## config.mk

```make
export PLATFORM = sky130hd
export DESIGN_NAME = rfsm
export DESIGN_NICKNAME = d
export VERILOG_FILES = /design/src/rtl/fifo_pkg.sv /design/src/rtl/g2b.sv /design/src/rtl/rfsm.sv
export SDC_FILE = /design/constraint.sdc
export NUM_CORES = 1
export LEC_CHECK = 0
export ABC_AREA = 1
export CAP_MARGIN = 20
export CORE_UTILIZATION = 30
export DETAILED_ROUTE_END_ITERATION = 6
export GPL_TIMING_DRIVEN = 0
export PLACE_DENSITY = 0.53
export RECOVER_POWER = 100
export SKIP_LAST_GASP = 1
export SYNTH_ARGS = -nofsm -noshare
export SYNTH_HDL_FRONTEND = slang
export SYNTH_SLANG_ARGS = --single-unit
```

## constraint.sdc

```tcl
create_clock -name clk_out -period 3.6 [get_ports clk_out]
set_input_delay 0.54 -clock clk_out [delete_from_list [all_inputs] [get_ports clk_out]]
set_output_delay 0.54 -clock clk_out [all_outputs]
set_load 0.005 [all_outputs]
```

## src/rtl/fifo_pkg.sv

```systemverilog
// ============================================================================
// fifo_pkg : state encoding and Gray helpers shared by the FIFO read/write FSMs
// Revision : 1.0
// ============================================================================
`default_nettype none

package fifo_pkg;

  typedef enum logic [1:0] {
    ST_RESET  = 2'b00,
    ST_REMOVE = 2'b01,
    ST_IDLE   = 2'b10
  } fsm_state_t;

  // 32-bit helpers: zero-extended narrower pointers convert correctly
  function automatic logic [31:0] bin2gray(input logic [31:0] b);
    return b ^ (b >> 1);
  endfunction

  function automatic logic [31:0] gray2bin(input logic [31:0] g);
    logic [31:0] b;
    b[31] = g[31];
    for (int i = 30; i >= 0; i--) begin
      b[i] = b[i+1] ^ g[i];
    end
    return b;
  endfunction

endpackage

`default_nettype wire

```

## src/rtl/g2b.sv

```systemverilog
// ============================================================================
// g2b : parameterised combinational Gray-to-binary converter
// Revision : 1.0
// ============================================================================
`default_nettype none

module g2b #(
  parameter int WIDTH = 9
) (
  input  logic [WIDTH-1:0] gray,
  output logic [WIDTH-1:0] bin
);

  // Each binary bit is the XOR of all Gray bits at or above it
  for (genvar i = 0; i < WIDTH; i++) begin : g_bit
    assign bin[i] = ^gray[WIDTH-1:i];
  end

endmodule

`default_nettype wire

```

## src/rtl/rfsm.sv

```systemverilog
// ============================================================================
// rfsm : read-side control FSM of the asynchronous FIFO (read clock domain)
// Revision : 1.0
// ============================================================================
`default_nettype none

module rfsm
  import fifo_pkg::*;
#(
  parameter int addrbits   = 8,
  parameter int almost_lvl = 4
) (
  input  logic                clk_out,
  input  logic                rst,
  input  logic                remove,
  input  logic                flush,
  input  logic [addrbits:0]   sync_wrptr,
  output logic                rden,
  output logic [addrbits-1:0] rdaddr,
  output logic [addrbits:0]   rdptr,
  output logic                empty,
  output logic                almost_empty,
  output logic [addrbits:0]   rcount,
  output logic                rvalid
);

  localparam int              PW  = addrbits + 1;
  localparam logic [addrbits:0] LVL = PW'(almost_lvl);

  fsm_state_t        state;
  fsm_state_t        state_next;
  logic [addrbits:0] rbin;
  logic [addrbits:0] rbinnext;
  logic [addrbits:0] rgraynext;
  logic [addrbits:0] wbin_s;
  logic [addrbits:0] cnt_next;
  logic              pop;
  logic              empty_val;
  logic              almost_val;

  assign pop       = remove & ~empty;
  assign rbinnext  = rbin + {{addrbits{1'b0}}, pop};
  assign rgraynext = (rbinnext >> 1) ^ rbinnext;
  assign rden      = pop & ~flush;
  assign rdaddr    = rbin[addrbits-1:0];

  g2b #(.WIDTH(PW)) u_g2b (
    .gray (sync_wrptr),
    .bin  (wbin_s)
  );

  // Lagging write pointer makes this count an underestimate, never an over-read
  assign empty_val  = (rgraynext == sync_wrptr);
  assign cnt_next   = wbin_s - rbinnext;
  assign almost_val = (cnt_next <= LVL);

  always_ff @(posedge clk_out or negedge rst) begin
    if (!rst) state <= ST_RESET;
    else      state <= state_next;
  end

  always_comb begin
    state_next = ST_IDLE;
    if (flush)    state_next = ST_RESET;
    else if (pop) state_next = ST_REMOVE;
    case (state)
      ST_RESET, ST_REMOVE, ST_IDLE: ;
      default: state_next = ST_RESET;
    endcase
  end

  always_ff @(posedge clk_out or negedge rst) begin
    if (!rst) begin
      rbin         <= '0;
      rdptr        <= '0;
      rcount       <= '0;
      empty        <= 1'b1;
      almost_empty <= 1'b1;
    end else begin
      case (state_next)
        ST_RESET: begin
          rbin         <= '0;
          rdptr        <= '0;
          rcount       <= '0;
          empty        <= 1'b1;
          almost_empty <= 1'b1;
        end
        ST_REMOVE: begin
          rbin         <= rbinnext;
          rdptr        <= rgraynext;
          empty        <= empty_val;
          almost_empty <= almost_val;
          rcount       <= cnt_next;
        end
        default: begin
          empty        <= empty_val;
          almost_empty <= almost_val;
          rcount       <= cnt_next;
        end
      endcase
    end
  end

  // Not cleared by flush so an in-flight RAM read still delivers its data
  always_ff @(posedge clk_out or negedge rst) begin
    if (!rst) rvalid <= 1'b0;
    else      rvalid <= rden;
  end

endmodule

`default_nettype wire

```

==> reports/qor.csv, run 1 <==
metric,value,unit
outcome,finished with violations,
failing checks,"max-capacitance violations, max-slew violations",
"Slew Viols, Final",32,
Power Dens Cells,351.2,nW/µm²
async set or reset register ratio after synthesis,100.0,%
overall routing resource usage,14.54,%
Syn Area/Cell,8.310,µm²
Achievable Freq,309.1,MHz
Final setup viols,0,
final hold vios,0,
CP startpoint,remove,
Clock Latency Late Sink,0.29,ns
CP Capture Type,register,
"EDFF count, synth",0,
fin nets,328,
Crit Reg-Reg Startpoint,empty,
via count,1758,
Leakage,1.369,nW
post-synthesis net count,279,
H-tree depth,2,
largest net degree at the start of global routing,32,
Max VDD drop,154.6,µV
WP data required,3.82,ns
routed length per instance,11.81,µm
Die Wd,86.38,µm
Slew HR,-15.57,%
post-DP HPWL,3739,µm
placed cells,395,
Rows,30,
via/cell ratio,4.362,
Ports,43,
Pre-Repair DR Iteration Count,4,
fin crit share,89.88,%
Initial Utilization,31.26,%
Worst Setup Start Kind,primary input,
drt drc,0,
Post-Syn Area,2136,µm²
Antenna Diode Count,0,
crit path time final,3.236,ns
Crit Path Class,primary input to register,
input/output buffers,42,
Clock transition at path regs,0.07,ns
RSZ-0062 raised after global routing,no,
Layout area overhead,28.71,%
CTS tree,yes,
Die Height,86.38,µm
hold path start,rdptr[1],
Die Footprint,7461,µm²
Setup Buffers After CTS,0,
cts repair resizes,0,
Max-Cap Viols,1,
share of layout cells above drive strength 1,14.33,%
Worst Hold Class,register to register,
YS warnings,0,
vias in the first global route,1854,
initial antenna violation count,0,
Arrival @ worst endpoint,3.46,ns
Final Hold Slack,0.4877,ns
non-filler instance count after layout,403,
DRT Wirelength,4758,µm
"flops & latches, synth",31,
Yosys cell types,32,
crit path max fanout,6,
cts bufs inserted,5,
Core ar.,6832,µm²
Mapped Cells,257,
global-route wire length before repair,8452,µm
worst slew pin tran,1.734,ns
skew final,0.007612,ns
"Primary FF master, synth",dfrtp_1,
CTS max path bufs,2,
"Seq/Total Area, Yosys",36.44,%
GRT overflow,0,
clock root cell,clkbuf_8,
drt initial violations,61,
post-route ant nets,0,
clock sink count,31,
CTS Hold Buffers Added,0,
gpl congestion,0.7760,
-- through the flow --
| stage | setup WS [ns] | power, W | instance area, µm² | util (%) | setup TNS [ns] |
|---|---|---|---|---|---|
| 2_1_floorplan | 0.7610 | 0.0005940 | 2136 | - | 0 |
| 3_5_place_dp | -0.1471 | 0.0007135 | 2671 | 39.10 | -0.2038 |
| 6_report | 0.3645 | 0.0009655 | 2749 | 40.24 | 0 |
| 4_1_cts | 0.1028 | 0.0009897 | 2755 | 40.33 | 0 |
| 3_3_place_gp | -0.1638 | 0.0007114 | 2676 | 39.18 | -0.2386 |
| 5_1_grt | 0.004771 | 0.001048 | 2749 | 40.24 | 0 |
-- state kept, by name, summed over array words and instances, names as in the netlist --
register / cells
rcount: 9
almost_empty: 1
rvalid: 1
rdptr: 9
empty: 1
state: 2
rbin: 8
-- Yosys cell counts, types with 2 or more instances --
library cell,n,share of area (%)
nand3_1,18,4.2
o22ai_1,8,2.3
dfrtp_1,29,34
xor2_1,17,7.0
nor2_4,3,1.6
dfstp_2,2,2.5
nor2_2,2,0.59
nand2_2,11,3.2
xnor2_1,8,3.3
inv_2,4,0.70
xor2_2,2,1.5
nand2_1,53,9.3
nand3_2,4,1.9
nand4_1,3,0.88
nor2_1,19,3.3
a21oi_2,2,0.82
a22o_1,2,0.82
ha_1,8,4.7
o21ai_0,10,2.3
a21oi_1,4,0.94
nand2_4,4,2.1
inv_1,34,6.0
-- report_power, final --
part	internal (W)	leakage (nW)	switching [W]	total, W
combinational	0.000138	0.907	0.000172	0.000309
sequential	0.000378	0.414	0.00000665	0.000385
clock	0.000132	0.0477	0.000139	0.000271
total	0.000648	1.37	0.000317	0.000965
-- layout make-up --
class,count,area [µm²]
fill,745,4083
multi-input combinational,185,1199
sequential,31,778.2
timing repair buffer,42,414.1
inverter,39,146.4
tap,96,120.1
clock buffer,5,68.82
clock inverter,3,15.01
buffer,2,7.507
-- critical path, stage by stage --
cell and delay, ns:
clkdlybuf4s50_1 0.45, inv_1 0.04, nor2_2 0.18, ha_1 0.24
nand2_2 0.09, nor2_4 0.18, nand3_1 0.11, xor2_1 0.51
ha_1 0.37, inv_1 0.11, o21ai_0 0.13, a21oi_2 0.17
nand3_1 0.09, nand2_1 0.08, nor2_2 0.04, nor2_1 0.11
-- logic make-up (layout without fill, tap and decap cells) --
logic type,count (synthesis),count (layout),share of synthesized area [%]
AND/OR/NAND/NOR,118,118,27.59
buffers and inverters,41,91,7.263
AO/OA/AOI/OAI,28,28,7.850
adder cells (fa/ha/maj),9,9,5.624
XOR/XNOR,30,30,15.23
flip-flops,31,31,36.44
-- routing by layer --
layer | vias up | GRT usage [%] | wire length, µm | share of wire, %
li1 | 913 | - | - | -
met1 | 806 | 19.14 | 2368 | 50
met2 | 32 | 23.81 | 2143 | 45
met3 | 7 | 3.524 | 186 | 3.9
met4 | 0 | 4.091 | 60 | 1.3
met5 | - | 0 | 0 | 0
-- worst paths after layout --
check | to | slack [ns] | cells after the start
min | rdptr[1] | 0.49 | 2
min in group asynchronous | rdptr[4] | 0.70 | 1
max in group asynchronous | rcount[3] | 1.89 | 1
max | almost_empty | 0.36 | 16
max reg2reg | almost_empty | 0.72 | 14
min reg2reg | rdptr[1] | 0.49 | 2
-- cell usage in the layout (no fill, tap or decap) --
cell and count:
nor3_2 1, nand3_2 4, ha_1 8, nor2_1 19, nand2_2 11, inv_1 34, fa_1 1, clkbuf_8 5
dlygate4sd3_1 31, dfrtp_1 29, clkinv_1 1, xor2_4 1, o22ai_1 8, xnor2_1 8, clkinv_2 3, o21ai_1 1
a21oi_2 2, xor2_2 1, a21oi_1 4, nand3_1 18, nand2_4 4, inv_2 4, o21ai_0 9, xor2_1 18
o21bai_1 1, nor2_4 3, clkdlybuf4s50_1 10, clkbuf_1 3, a22o_1 2, xnor3_1 1, xor3_1 1, o21ai_2 1
dfstp_2 2, nor2_2 2, nand4_1 3, nand2_1 53
Power figures use the tool's default switching activity.
==> run 2, diff against run 1 <==
Settings changed: PLACE_DENSITY 0.53 to 0.55.
Clock period 3.6 ns to 2.7 ns, I/O delays scaled along.
==> run 2 against run 1 <==
  * The flow still finishes with violations (max-capacitance violations, max-slew violations)
  * Critical path depth up 3
  * Final area increased by 15%
  * Die area did not move
  * First-iteration DRC count shrank 15%
  * Final cell count up 4.2%
  * Worst setup slack got worse by 0.20 ns
  * Global-route usage about the same
  * Power grew 62%
  * Sequential cell count unchanged
  * Clock power is 77% higher
  * Core utilization grew 6.0 points
  * Largest power group is now combinational cells
==> reports/qor.csv, run 2 (same netlist as run 1, synthesis figures left out) <==
metric,value,unit
clock root cell,clkbuf_8,
Crit Path Class,primary input to register,
Crit Reg-Reg Startpoint,empty,
final hold vios,0,
sw power,0.0004852,W
Int Pwr,0.001075,W
post-DP HPWL,3658,µm
fin crit share,93.82,%
GRT overflow,0,
placed cells,395,
Clock Latency Late Sink,0.28,ns
via count,1870,
drt drc,0,
Antenna Diode Count,0,
input/output buffers,42,
clock share of power,30.7,%
part of the power in combinational logic,36.4,%
Arrival @ worst endpoint,2.76,ns
Seq pwr share,32.9,%
global-route wire length before repair,8424,µm
H-tree depth,2,
WP data required,2.92,ns
Die Wd,86.38,µm
post-route ant nets,0,
crit path max fanout,4,
gpl congestion,0.7903,
"most common cell after layout, fill and taps aside",nand2_1,
crit path time final,2.533,ns
Die Footprint,7461,µm²
Worst Setup Start Kind,primary input,
most frequent cells in the layout,"nand2_1, dlygate4sd3_1, inv_1, dfrtp_1, nand2_2",
initial antenna violation count,0,
Max VDD drop,248.7,µV
Pre-Repair DR Iteration Count,4,
Fillers,661,
Initial Utilization,31.26,%
cts bufs inserted,5,
worst slew pin tran,1.673,ns
hold path start,rdptr[1],
share of layout cells above drive strength 1,33.64,%
Slew HR,-11.52,%
Final setup viols,0,
largest net degree at the start of global routing,32,
Max-Cap Viols,1,
Clock transition at path regs,0.07,ns
Rows,30,
overall routing resource usage,14.51,%
Net Sw Frac,31.10,%
CTS tree,yes,
Die Height,86.38,µm
Largest regs,"rcount: 9 flops, rdptr: 9 flops, rbin: 8 flops",
Ports,43,
CTS max path bufs,2,
fin nets,345,
vias in the first global route,1870,
"Slew Viols, Final",32,
Achievable Freq,394.8,MHz
Core ar.,6832,µm²
final core utilization,46.26,%
CP Capture Type,register,
Worst Hold Class,register to register,
failing checks,"max-capacitance violations, max-slew violations",
Leakage,1.556,nW
non-filler instance count after layout,420,
Power Dens Cells,493.5,nW/µm²
via/cell ratio,4.452,
drt initial violations,52,
outcome,finished with violations,
CP startpoint,sync_wrptr[7],
DRT Wirelength,5063,µm
routed length per instance,12.05,µm
Layout area overhead,47.98,%
skew final,0.005559,ns
clock sink count,31,
==> run 2: critical path, cell delays in order <==
cell	delay, ns
clkbuf_2	0.12
inv_2	0.08
nand2_1	0.07
nand3_2	0.09
nand2_2	0.07
nand2_2	0.10
nand2_4	0.07
xor2_2	0.16
xor2_1	0.15
ha_2	0.20
fa_2	0.42
o21ai_4	0.23
nand3_2	0.09
nand2_2	0.07
nand2_2	0.05
nand3_1	0.07
nand3_2	0.09
buf_4	0.16
inv_1	0.04
==> run 2: through the flow <==
stage	cell area, µm²	hold slack (ns)	setup slack [ns]	total power [W]	setup TNS (ns)
floorplan	2136	0.1094	0.1028	0.0007930	0
global placement	2676	0.4736	-0.7947	0.0009484	-4.744
detailed placement	2671	0.4783	-0.8015	0.0009508	-4.888
CTS	3002	0.1933	0.002441	0.001513	0
global route	3161	0.5071	-0.05584	0.001664	-0.09336
finish	3161	0.4874	0.1668	0.001560	0
==> run 2: power by group through the flow <==
stage               registers, W  logic, W  clock network [W]
finish                  0.000513  0.000567           0.000479
global route            0.000517  0.000640           0.000507
CTS                     0.000516  0.000507           0.000490
global placement        0.000525  0.000424                  0
floorplan               0.000529  0.000264                  0
detailed placement      0.000524  0.000426                  0
==> run 2: per-layer routing <==
metal  track usage (%)  up-vias  part of all wire [%]
met2             23.74       42                    46
met1             19.70      876                    49
li1                  -      946                     -
met5                 0        -                     0
met3             2.857        6                   4.3
met4             3.636        0                   1.0
==> run 2: area by class of cell <==
| type | instances | area, µm² | share of cell area, % |
|---|---|---|---|
| clock buffer | 6 | 82.58 | 2.613 |
| clock inverter | 2 | 35.03 | 1.108 |
| timing repair buffer | 59 | 530.5 | 16.79 |
| buffer | 2 | 8.758 | 0.2771 |
| inverter | 39 | 146.4 | 4.632 |
| tap | 96 | 120.1 | 3.800 |
| sequential | 31 | 778.2 | 24.62 |
| multi-input combinational | 185 | 1459 | 46.16 |
==> run 2: final timing paths <==
path / endpoint / slack (ns) / depth (start not counted)
hold reg to reg: rdptr[1] / 0.49 / 2
max in group asynchronous: rcount[8] / 1.18 / 1
setup reg to reg: almost_empty / 0.23 / 18
hold / removal: rdptr[1] / 0.49 / 2
setup / recovery: rcount[6] / 0.17 / 19
min in group asynchronous: rdptr[5] / 0.55 / 1
==> run 2: timing repair <==
item,4_1_cts,5_1_grt
cloned,0,0
hold endpoints to repair,0,0
pin swaps,9,19
buffers inserted,10,7
resized for setup,32,43
hold buffers,0,0
endpoints found under the setup margin,7,5
==> patch: new RTL, settings of run 1 <==
`addrbits`: 8 -> 9.
--- a/src/rtl/rfsm.sv
+++ b/src/rtl/rfsm.sv
@@ -8,5 +8,5 @@
   import fifo_pkg::*;
 #(
-  parameter int addrbits   = 8,
+  parameter int addrbits   = 9,
   parameter int almost_lvl = 4
 ) (
Interface: changed (resized rcount, rdaddr, rdptr and sync_wrptr); port bits go from 43 to 47. The function was not compared with the original's and may differ.
==> patch against run 1 <==
- the flow still finishes with violations (max-capacitance violations, max-slew violations)
- setup slack got worse by 92 ps
- final cell count increased by 28%
- area after synthesis increased by 18%
- register-to-register slack got worse by 80 ps
- sequential cell count increased by 3
- design area increased by 16%
- first-iteration DRC count increased by 80%
- total power increased by 15%
- routed wire length increased by 32%
- largest cell class unchanged
==> patch: results (changes against run 1) <==
status:
  outcome: "finished, violations left"
  violations: "max-capacitance violations, max-slew violations"
timing:
  slew_violations: 35  # +9.4%
  period_share_pct: 92.4  # +2.5 points
  tightestPinTransition_ps: 1860  # +130 ps
  fin_skew_ps: 8.40  # +0.791 ps
routing:
  drtIter0Drc: 110  # +80%
  wire_per_inst_microns: 12.2  # +3.3%
  via_count: 2313  # +32%
yosys:
  ys_top_cells_by_area: "dfrtp_1, nand2_1, xor2_1, inv_1, nand3_1"
  synth_compound_area_share_pct: 7.77  # -0.081 points
  yosys.area_share.adder_pct: 3.29  # -2.3 points
  synth_xor_area_share_pct: 11.4  # -3.8 points
  netlist_top_cells_count: "nand2_1, inv_1, dfrtp_1"
  ys_seq_area_share_pct: 34.0  # -2.5 points
  synth.net_count: 377  # +35%
placed_design:
  portBuffers: 46  # +9.5%
  place.gp.congestion: 0.870  # +12%
  hpwl_microns: 5150  # +38%
job:
  drv_cap: 1  # unchanged
power_and_ir_drop:
  p_seq_uw: 411  # +6.8%
  p_sw_uw: 342  # +7.6%
  p_leak_nw: 1.63  # +19%
setup_path:
  r2r_cells: 16  # +2
  critPathArrivalTime_ps: 3550  # +90 ps
  critPathMaxStageDelay_ps: 680  # +170 ps
  r2r_setup_slack_ps: 640  # -80 ps
final_layout:
  fin_nets: 430  # +31%
  drive_gt1_share_pct: 10.2  # -4.1 points
  top_regs: "rcount x10, rdptr x10, rbin x9"
global_routing:
  grt_start_max_net_pins: 35  # +9.4%
==> patch: cells by family (layout without fill, tap and decap cells) <==
kind of cell	after synthesis	in the layout
AO/OA/AOI/OAI	33	33
XOR/XNOR	31	31
adder cells (fa/ha/maj)	6	6
buffers and inverters	53	107
flip-flops	34	34
AND/OR/NAND/NOR	200	200
==> patch: metal layers <==
layer | share of wire, % | track usage (%) | wire (microns)
met1 | 50 | 22.4 | 3170
met5 | 0 | 0 | 0
met4 | 1.5 | 4.87 | 93
met2 | 44 | 25.7 | 2790
met3 | 3.9 | 2.44 | 245
==> patch: worst register-to-register path: stages, from the launching register on <==
cell	delay, ps
dfstp_2	370
nor2_1	270
ha_1	280
nand3_2	120
nor2_2	170
nand2_1	90
xor2_1	390
ha_1	360
inv_1	110
o21bai_1	110
nor2_1	160
nand2_1	60
nand2_1	70
nand2_1	50
nor2_1	90
nand3_1	80
o21bai_2	110
==> patch: final cells by class <==
class | count | area [sq um]
Fill cell | 876 | 4980
Tap cell | 105 | 131
Buffer | 3 | 11.3
Inverter | 50 | 189
Clock buffer | 7 | 86.3
Multi-Input combinational cell | 270 | 1440
Clock inverter | 1 | 30.0
Timing Repair Buffer | 46 | 454
Sequential cell | 34 | 853
==> patch: worst min-delay path by stage <==
| stage | start | to | slack [ps] | depth (start not counted) |
|---|---|---|---|---|
| after floorplan | rst | rbin[0] | 240 | 0 |
| after global placement | rdptr[0] | rdptr[0] | 480 | 2 |
| after detailed placement | rdptr[2] | rdptr[2] | 480 | 2 |
| after CTS | rst | rbin[4] | 350 | 1 |
| after global routing | rdptr[2] | rdptr[2] | 520 | 2 |
| final | rdptr[2] | rdptr[2] | 480 | 2 |
